==> config.mk <==
export PLATFORM = sky130hd
export DESIGN_NAME = mem_dma
export DESIGN_NICKNAME = d
export VERILOG_FILES = /design/src/rtl/mem_dma.sv
export SDC_FILE = /design/constraint.sdc
export NUM_CORES = 1
export LEC_CHECK = 0
export CAP_MARGIN = 20
export CORE_AREA = 2 2 109 111
export CTS_BUF_LIST = sky130_fd_sc_hd__clkbuf_4 sky130_fd_sc_hd__clkbuf_8
export CTS_CLUSTER_SIZE = 20
export DETAILED_ROUTE_END_ITERATION = 10
export DIE_AREA = 0 0 111 113
export GPL_ROUTABILITY_DRIVEN = 0
export GPL_TIMING_DRIVEN = 0
export HOLD_SLACK_MARGIN = 0.15
export PLACE_DENSITY = 0.83
export RECOVER_POWER = 25
export SETUP_SLACK_MARGIN = 0.15
export SLEW_MARGIN = 20
export SYNTH_ARGS = -nofsm -noshare
export SYNTH_HDL_FRONTEND = slang
export SYNTH_SLANG_ARGS = --single-unit
export TNS_END_PERCENT = 100
==> constraint.sdc <==
create_clock -name clk -period 4.8 [get_ports clk]
set_input_delay 0.96 -clock clk [delete_from_list [all_inputs] [get_ports clk]]
set_output_delay 0.96 -clock clk [all_outputs]
set_load 0.01 [all_outputs]
==> src/rtl/mem_dma.sv <==
`default_nettype none
// ============================================================================
// Module      : mem_dma
// Description : Block copy / constant fill initiator for a 16-bit single-port
//               RAM with synchronous write and combinational read.
// Revision    : 1.0 - initial release
// ============================================================================
module mem_dma #(
  parameter int ADDR_W = 16,
  parameter int DATA_W = 16
) (
  input  logic              clk,
  input  logic              rst_n,
  input  logic              start,
  input  logic              mode,
  input  logic [ADDR_W-1:0] src,
  input  logic [ADDR_W-1:0] dst,
  input  logic [ADDR_W-1:0] len,
  input  logic [DATA_W-1:0] fill_val,
  output logic              busy,
  output logic              done,
  output logic [ADDR_W-1:0] remaining,
  output logic              mem_we,
  output logic [ADDR_W-1:0] mem_addr,
  output logic [DATA_W-1:0] mem_wdata,
  input  logic [DATA_W-1:0] mem_rdata
);

  typedef enum logic [1:0] {
    S_IDLE = 2'd0,
    S_RD   = 2'd1,
    S_WR   = 2'd2,
    S_DONE = 2'd3
  } state_t;

  localparam logic [ADDR_W-1:0] c_addr_zero = '0;
  localparam logic [ADDR_W-1:0] c_addr_one  = ADDR_W'(1);

  state_t            state_q,     state_d;
  logic [ADDR_W-1:0] src_ptr_q,   src_ptr_d;
  logic [ADDR_W-1:0] dst_ptr_q,   dst_ptr_d;
  logic [ADDR_W-1:0] remaining_q, remaining_d;
  logic [DATA_W-1:0] buf_q,       buf_d;
  logic [DATA_W-1:0] fill_q,      fill_d;
  logic              mode_q,      mode_d;

  always_ff @(posedge clk or negedge rst_n) begin
    if (!rst_n) begin
      state_q     <= S_IDLE;
      src_ptr_q   <= '0;
      dst_ptr_q   <= '0;
      remaining_q <= '0;
      buf_q       <= '0;
      fill_q      <= '0;
      mode_q      <= 1'b0;
    end else begin
      state_q     <= state_d;
      src_ptr_q   <= src_ptr_d;
      dst_ptr_q   <= dst_ptr_d;
      remaining_q <= remaining_d;
      buf_q       <= buf_d;
      fill_q      <= fill_d;
      mode_q      <= mode_d;
    end
  end

  always_comb begin
    state_d     = state_q;
    src_ptr_d   = src_ptr_q;
    dst_ptr_d   = dst_ptr_q;
    remaining_d = remaining_q;
    buf_d       = buf_q;
    fill_d      = fill_q;
    mode_d      = mode_q;
    case (state_q)
      S_IDLE: begin
        if (start) begin
          if (len != c_addr_zero) begin
            src_ptr_d   = src;
            dst_ptr_d   = dst;
            remaining_d = len;
            mode_d      = mode;
            fill_d      = fill_val;
            state_d     = mode ? S_WR : S_RD;
          end else begin
            state_d = S_DONE;
          end
        end
      end
      S_RD: begin
        buf_d     = mem_rdata;
        src_ptr_d = src_ptr_q + c_addr_one;
        state_d   = S_WR;
      end
      S_WR: begin
        dst_ptr_d   = dst_ptr_q + c_addr_one;
        remaining_d = remaining_q - c_addr_one;
        if (remaining_q == c_addr_one) begin
          state_d = S_DONE;
        end else begin
          state_d = mode_q ? S_WR : S_RD;
        end
      end
      S_DONE: begin
        state_d = S_IDLE;
      end
      default: begin
        state_d = S_IDLE;
      end
    endcase
  end

  // RAM-side outputs depend only on registered state so they are stable for the whole cycle.
  always_comb begin
    busy      = 1'b0;
    done      = 1'b0;
    mem_we    = 1'b0;
    mem_addr  = '0;
    mem_wdata = '0;
    case (state_q)
      S_RD: begin
        busy     = 1'b1;
        mem_addr = src_ptr_q;
      end
      S_WR: begin
        busy      = 1'b1;
        mem_we    = 1'b1;
        mem_addr  = dst_ptr_q;
        mem_wdata = mode_q ? fill_q : buf_q;
      end
      S_DONE: begin
        done = 1'b1;
      end
      default: begin
        busy = 1'b0;
      end
    endcase
  end

  assign remaining = remaining_q;

endmodule
`default_nettype wire
==> impl_metrics.env, run 1 <==
export IMPL_ios=135
export IMPL_ys_seq_elements=83
export IMPL_cts_path_max_buffers=2
export IMPL_p_leak_nw=2.61
export IMPL_routed_wl_met3_um=1670
export IMPL_synthFlopType="dfrtp_1"
export IMPL_nFillCells=962
export IMPL_wire_per_inst_um=19.3
export IMPL_whs_path_depth=1
export IMPL_setup_viol=0
export IMPL_rsz0062_at_grt="false"
export IMPL_rows=39
export IMPL_ant_nets=0
export IMPL_outcome="finished, violations left"
export IMPL_die_h_um=113
export IMPL_avgSynthCellArea_um2=9.12
export IMPL_yosysUniqueCellTypes=66
export IMPL_synth_edff_count=0
export IMPL_post_synth_top_area_fraction_pct=41.2
export IMPL_timing_rr_end="remaining[12]"
export IMPL_fp_dieW_um=111
export IMPL_tritoncts="built"
export IMPL_tightest_slew_ns=1.85
export IMPL_syn_num_nets=645
export IMPL_drt_vias_per_instance=6.09
export IMPL_routed_wl_um=16300
export IMPL_pwr_share_seq_pct=31.5
export IMPL_grt_max_degree=52
export IMPL_drt_first_iter_violations=613
export IMPL_highest_layer="met4"
export IMPL_wl_met1_um=6280
export IMPL_p_sw_mw=2.04
export IMPL_final_util_pct=60.0
export IMPL_p_total_mw=4.55
export IMPL_fin_skew_ns=0.0107
export IMPL_violations="max-capacitance violations, max-slew violations"
export IMPL_cp_arrival_ns=3.47
export IMPL_reg2reg_slack_ns=2.39
export IMPL_syn_cell_area_um2=5040
export IMPL_core_area_um2=11300
export IMPL_min_from="src_ptr_q[15]"
export IMPL_grt_pass1_vias=5224
export IMPL_antenna_cells=0
export IMPL_reg2reg_from="state_q[0]"
export IMPL_clkSlewWorstSetupHoldPaths_ns=0.09
export IMPL_power_density_nw_per_um2=673
export IMPL_cp_end_kind="primary output"
export IMPL_ir_worst_vdd_v=0.000323
export IMPL_p_comb_share_pct=57.2
export IMPL_cp_data_required_time_ns=3.84
export IMPL_r2r_worst_path_cells=9
export IMPL_maxCapViolations=1
export IMPL_critPathMaxFanout=10
export IMPL_syn_to_final_growth_pct=34.2
export IMPL_min_period_ns=4.43
export IMPL_post_cts_resized=0
export IMPL_grt_use_total_pct=26.3
export IMPL_dieArea_um2=12500
export IMPL_p_clk_share_pct=11.3
export IMPL_fmax_ghz=0.226
export IMPL_path_class="flop to primary output"
export IMPL_clk_latency_ns=0.37
export IMPL_async_flop_share_pct=100
export IMPL_root_buffer="clkbuf_8"
export IMPL_cts_sinks=83
export IMPL_initial_utilization_pct=44.7
export IMPL_synth_area_leaders="dfrtp_1, mux2_2, nand2_1"
export IMPL_post_synth_top_area_cell="dfrtp_1"
export IMPL_startpoint_type="flop"
export IMPL_p_sw_share_pct=44.8
export IMPL_post_cts_buffers=0
export IMPL_drt_pass1_iter_count=5
export IMPL_via_count=5149
export IMPL_p_int_mw=2.52
export IMPL_slew_viol_final=33
export IMPL_drc=0
export IMPL_min_to="src_ptr_q[15]"
export IMPL_post_dp_hpwl_um=11900
export IMPL_grt_first_pass_wirelength_um=26600
export IMPL_fin_ws_ns=0.374
export IMPL_dp_slack_ns=0.789
export IMPL_grt_ovfl_total=0
export IMPL_h_tree_depth=3
export IMPL_hold_buffers=0
export IMPL_slew_headroom_pct=-23.2
export IMPL_fin_crit_sh_pct=92.2
export IMPL_yosysWarningCount=0
export IMPL_drive_gt1_share_pct=11.7
export IMPL_wl_met2_um=7860
export IMPL_place_port_buffers=133
export IMPL_fin_nets=790
export IMPL_numCtsBuffers=9
export IMPL_finalHoldViolCount=0
export IMPL_min_delay_path_class="flop to flop"
export IMPL_seq_area_frac_synth_pct=41.2
export IMPL_synthCells=553
export IMPL_antenna_found_initial=0
==> metal layers <==
metal	up-vias	global-route usage [%]
li1	2328	-
met1	2458	32.5
met2	314	43.7
met3	49	7.28
met4	0	10.9
met5	-	0
==> logic make-up after synthesis <==
| family | count (synthesis) | synth area share, % |
|---|---|---|
| xor gates and xnor gates | 8 | 1.39 |
| buffers and inverters | 48 | 3.97 |
| adders and majority gates | 8 | 1.98 |
| and+or+nand+nor | 201 | 20.5 |
| AOI/OAI and AO/OA | 153 | 19.8 |
| muxes | 52 | 11.1 |
| DFF | 83 | 41.2 |
==> worst max-delay path by stage <==
stage | slack (ns) | start | to
2_1_floorplan | 1.94 | state_q[0] | mem_wdata[10]
3_3_place_gp | -0.20 | rst_n | remaining[0]
3_5_place_dp | 0.79 | state_q[0] | mem_wdata[13]
4_1_cts | 0.41 | state_q[0] | mem_wdata[13]
5_1_grt | 0.19 | state_q[0] | mem_wdata[13]
6_report | 0.37 | state_q[0] | mem_wdata[13]
==> per-stage QoR <==
stage / instances / area (um^2) / TNS (ns) / hold slack (ns)
after floorplan: 553 / 5040 / 0 / 0.447
after global placement: 829 / 6550 / -16.45 / 0.464
after detailed placement: 830 / 6580 / 0 / 0.476
after CTS: 846 / 6770 / 0 / 0.488
after global routing: 846 / 6770 / 0 / 0.499
final: 846 / 6770 / 0 / 0.485
==> cell usage after synthesis, types with 3 or more instances <==
cell and instances:
a211oi_1 3, a21boi_0 7, a21oi_1 37, a22oi_1 11, a2bb2oi_1 4, a311oi_1 3, a31oi_1 5, and2_1 5
and3_1 3, and4_1 3, buf_1 8, buf_2 12, clkbuf_1 12, dfrtp_1 83, ha_1 8, inv_1 12
mux2_2 32, mux2i_1 20, nand2_1 60, nand3_1 24, nand4_1 5, nand4b_1 4, nor2_1 47, nor2b_1 10
nor3_1 11, nor4_1 7, nor4_2 6, o211ai_1 7, o21ai_0 28, o22ai_1 18, o311ai_0 3, o31ai_1 5
or2_2 3, xnor2_1 4, xor2_1 4
==> layout by cell type (no fill, tap or decap), types with 12 or more instances in the layout <==
cell	count
o22ai_1	18
o21ai_0	28
dfrtp_1	83
nor2_1	47
a21oi_1	37
clkdlybuf4s50_1	132
nand2_1	60
nand3_1	24
mux2i_1	20
inv_1	12
clkbuf_1	13
mux2_2	32
buf_2	12
==> final cells by class <==
type,count,area [um^2],share of cell area [%]
tap,143,179,2.64
multi-input combinational,422,2770,40.9
timing repair buffer,134,1350,20.0
inverter,14,52.6,0.776
clock inverter,5,53.8,0.795
buffer,34,148,2.18
clock buffer,11,139,2.05
sequential,83,2080,30.7
==> power by group through the flow <==
stage | clock (mW) | sequential, mW | combinational, mW
after floorplan | 0 | 1.36 | 1.58
after global placement | 0 | 1.41 | 2.48
after detailed placement | 0 | 1.43 | 2.56
after CTS | 0.521 | 1.42 | 2.58
after global routing | 0.552 | 1.49 | 2.83
final | 0.516 | 1.43 | 2.60
==> sequential cells by signal (all words and copies together) (netlist names) <==
signal     flops
buf_q         16
dst_ptr_q     16
fill_q        16
mode_q         1
remaining     16
src_ptr_q     16
state_q        2
==> critical path: stages, from the launching register on <==
cell,delay [ns]
dfrtp_1,0.41
inv_1,0.08
ha_1,0.23
clkbuf_1,0.19
inv_1,0.13
clkbuf_1,0.43
clkbuf_1,0.52
buf_1,0.45
nor2_1,0.14
clkdlybuf4s50_1,0.50
(Power assumes the default switching activity.)
==> inputs of run 2 (changes only) <==
--- a/config.mk
+++ b/config.mk
@@ -17,7 +17,7 @@
 export PLACE_DENSITY = 0.83
 export RECOVER_POWER = 25
 export SETUP_SLACK_MARGIN = 0.15
-export SLEW_MARGIN = 20
+export SLEW_MARGIN = 40
 export SYNTH_ARGS = -nofsm -noshare
 export SYNTH_HDL_FRONTEND = slang
 export SYNTH_SLANG_ARGS = --single-unit
==> impl_metrics.env, run 2 (synthesis gave the netlist of run 1 again) <==
export IMPL_outcome="finished, violations left"
export IMPL_violations="max-capacitance violations, max-slew violations"
export IMPL_post_dp_hpwl_um=11900
export IMPL_maxCapViolations=1
export IMPL_ant_nets=0
export IMPL_place_port_buffers=133
export IMPL_post_cts_resized=0
export IMPL_r2r_worst_path_cells=8
export IMPL_reg2reg_from="state_q[1]"
export IMPL_power_density_nw_per_um2=678
export IMPL_final_cell_mix="clkdlybuf4s50_1, dfrtp_1, nand2_1"
export IMPL_grt_use_total_pct=25.9
export IMPL_via_count=5112
export IMPL_syn_to_final_growth_pct=34.7
export IMPL_hold_buffers=0
export IMPL_post_cts_buffers=0
export IMPL_drt_pass1_iter_count=8
export IMPL_clkSlewWorstSetupHoldPaths_ns=0.09
export IMPL_routed_wl_um=16300
export IMPL_drive_gt1_share_pct=11.7
export IMPL_grt_pass1_vias=5277
export IMPL_tightest_slew_ns=1.85
export IMPL_final_common_cell="clkdlybuf4s50_1"
export IMPL_startpoint_type="flop"
export IMPL_rows=39
export IMPL_fin_crit_sh_pct=91.9
export IMPL_drt_first_iter_violations=529
export IMPL_min_from="src_ptr_q[15]"
export IMPL_cp_data_required_time_ns=3.84
export IMPL_initial_utilization_pct=44.7
export IMPL_ir_worst_vdd_v=0.000342
export IMPL_drc=0
export IMPL_cp_arrival_ns=3.45
export IMPL_antenna_found_initial=0
export IMPL_wire_per_inst_um=19.2
export IMPL_ios=135
export IMPL_fin_nets=790
export IMPL_grt_max_degree=52
export IMPL_slew_viol_final=33
export IMPL_p_total_mw=4.60
export IMPL_reg2reg_slack_ns=2.39
export IMPL_path_class="flop to primary output"
export IMPL_root_buffer="clkbuf_8"
export IMPL_critPathMaxFanout=10
export IMPL_timing_rr_end="src_ptr_q[6]"
export IMPL_dp_slack_ns=0.820
export IMPL_tritoncts="built"
export IMPL_dieArea_um2=12500
export IMPL_cts_sinks=83
export IMPL_fin_ws_ns=0.389
export IMPL_die_h_um=113
export IMPL_min_period_ns=4.41
export IMPL_fin_skew_ns=0.00837
export IMPL_cts_path_max_buffers=2
export IMPL_core_area_um2=11300
export IMPL_clk_latency_ns=0.38
export IMPL_h_tree_depth=3
export IMPL_antenna_cells=0
export IMPL_grt_first_pass_wirelength_um=26200
export IMPL_fp_dieW_um=111
export IMPL_cp_end_kind="primary output"
export IMPL_grt_ovfl_total=0
export IMPL_finalHoldViolCount=0
export IMPL_p_leak_nw=2.62
export IMPL_fmax_ghz=0.227
export IMPL_setup_viol=0
export IMPL_rsz0062_at_grt="false"
export IMPL_min_delay_path_class="flop to flop"
export IMPL_whs_path_depth=1
export IMPL_slew_headroom_pct=-23.4
export IMPL_numCtsBuffers=9
export IMPL_min_to="src_ptr_q[15]"
export IMPL_drt_vias_per_instance=6.04
[run 2: cell types whose count changed in the layout (fill, tap and decap cells not counted)]
cell        change
bufinv_16       +1
clkinv_2        -1
clkinv_4        -1
clkinvlp_4      +1
[run 2: critical path, cell delays in order, from the launching register on]
cell,delay [ns]
dfrtp_1,0.41
inv_1,0.08
ha_1,0.24
clkbuf_1,0.19
inv_1,0.13
clkbuf_1,0.43
clkbuf_1,0.51
buf_1,0.45
nor2_1,0.12
clkdlybuf4s50_1,0.50
[run 2: layout make-up]
type | count | area (um^2)
plain buffers | 34 | 148
clock buffers | 11 | 139
clock inverters | 5 | 77.6
fillers | 960 | 4480
inverters | 14 | 52.6
multi-input cells | 422 | 2770
flip-flops and latches | 83 | 2080
well taps | 143 | 179
repair buffers | 134 | 1350
[run 2: worst max-delay path by stage]
stage | startpoint | to | slack, ns | cells past startpoint
CTS | state_q[0] | mem_wdata[13] | 0.41 | 9
detailed placement | state_q[0] | mem_wdata[13] | 0.82 | 9
global route | state_q[0] | mem_wdata[13] | 0.18 | 9
global placement | rst_n | remaining[0] | -0.20 | 1
finish | state_q[0] | mem_wdata[13] | 0.39 | 9
floorplan | state_q[0] | mem_wdata[10] | 1.94 | 8
[run 2: per-layer routing]
layer  wire length (um)  GRT usage [%]  share of wire, %  vias to the layer above
li1                   -              -                 -                     2337
met1               6290           30.7                39                     2454
met2               7930           43.9                49                      270
met3               1580           7.71               9.7                       51
met4                482           11.6               3.0                        0
met5                  0              0                 0                        -
[run 2: stage by stage]
stage	TNS (ns)	cells	hold WS, ns	utilization (%)	cell area (um^2)
final	0	846	0.487	60.3	6790
after global placement	-16.45	829	0.464	58.1	6550
after CTS	0	846	0.469	60.3	6800
after global routing	0	846	0.505	60.3	6790
after detailed placement	0	830	0.480	58.4	6580
after floorplan	0	553	0.447	-	5040
[run 2: where the power goes]
group	switching, mW	total, mW	internal, mW
clock	0.269	0.573	0.303
combinational	1.39	2.60	1.21
sequential	0.379	1.44	1.06
total	2.04	4.60	2.57
==> inputs of run 3 (changes only) <==
--- a/config.mk
+++ b/config.mk
@@ -5,6 +5,7 @@
 export SDC_FILE = /design/constraint.sdc
 export NUM_CORES = 1
 export LEC_CHECK = 0
+export ABC_CLOCK_PERIOD_IN_PS = 4800
 export CAP_MARGIN = 20
 export CORE_AREA = 2 2 109 111
 export CTS_BUF_LIST = sky130_fd_sc_hd__clkbuf_4 sky130_fd_sc_hd__clkbuf_8
==> results of run 3 <==
Final layout, timing and power as in run 2 (identical DEF).
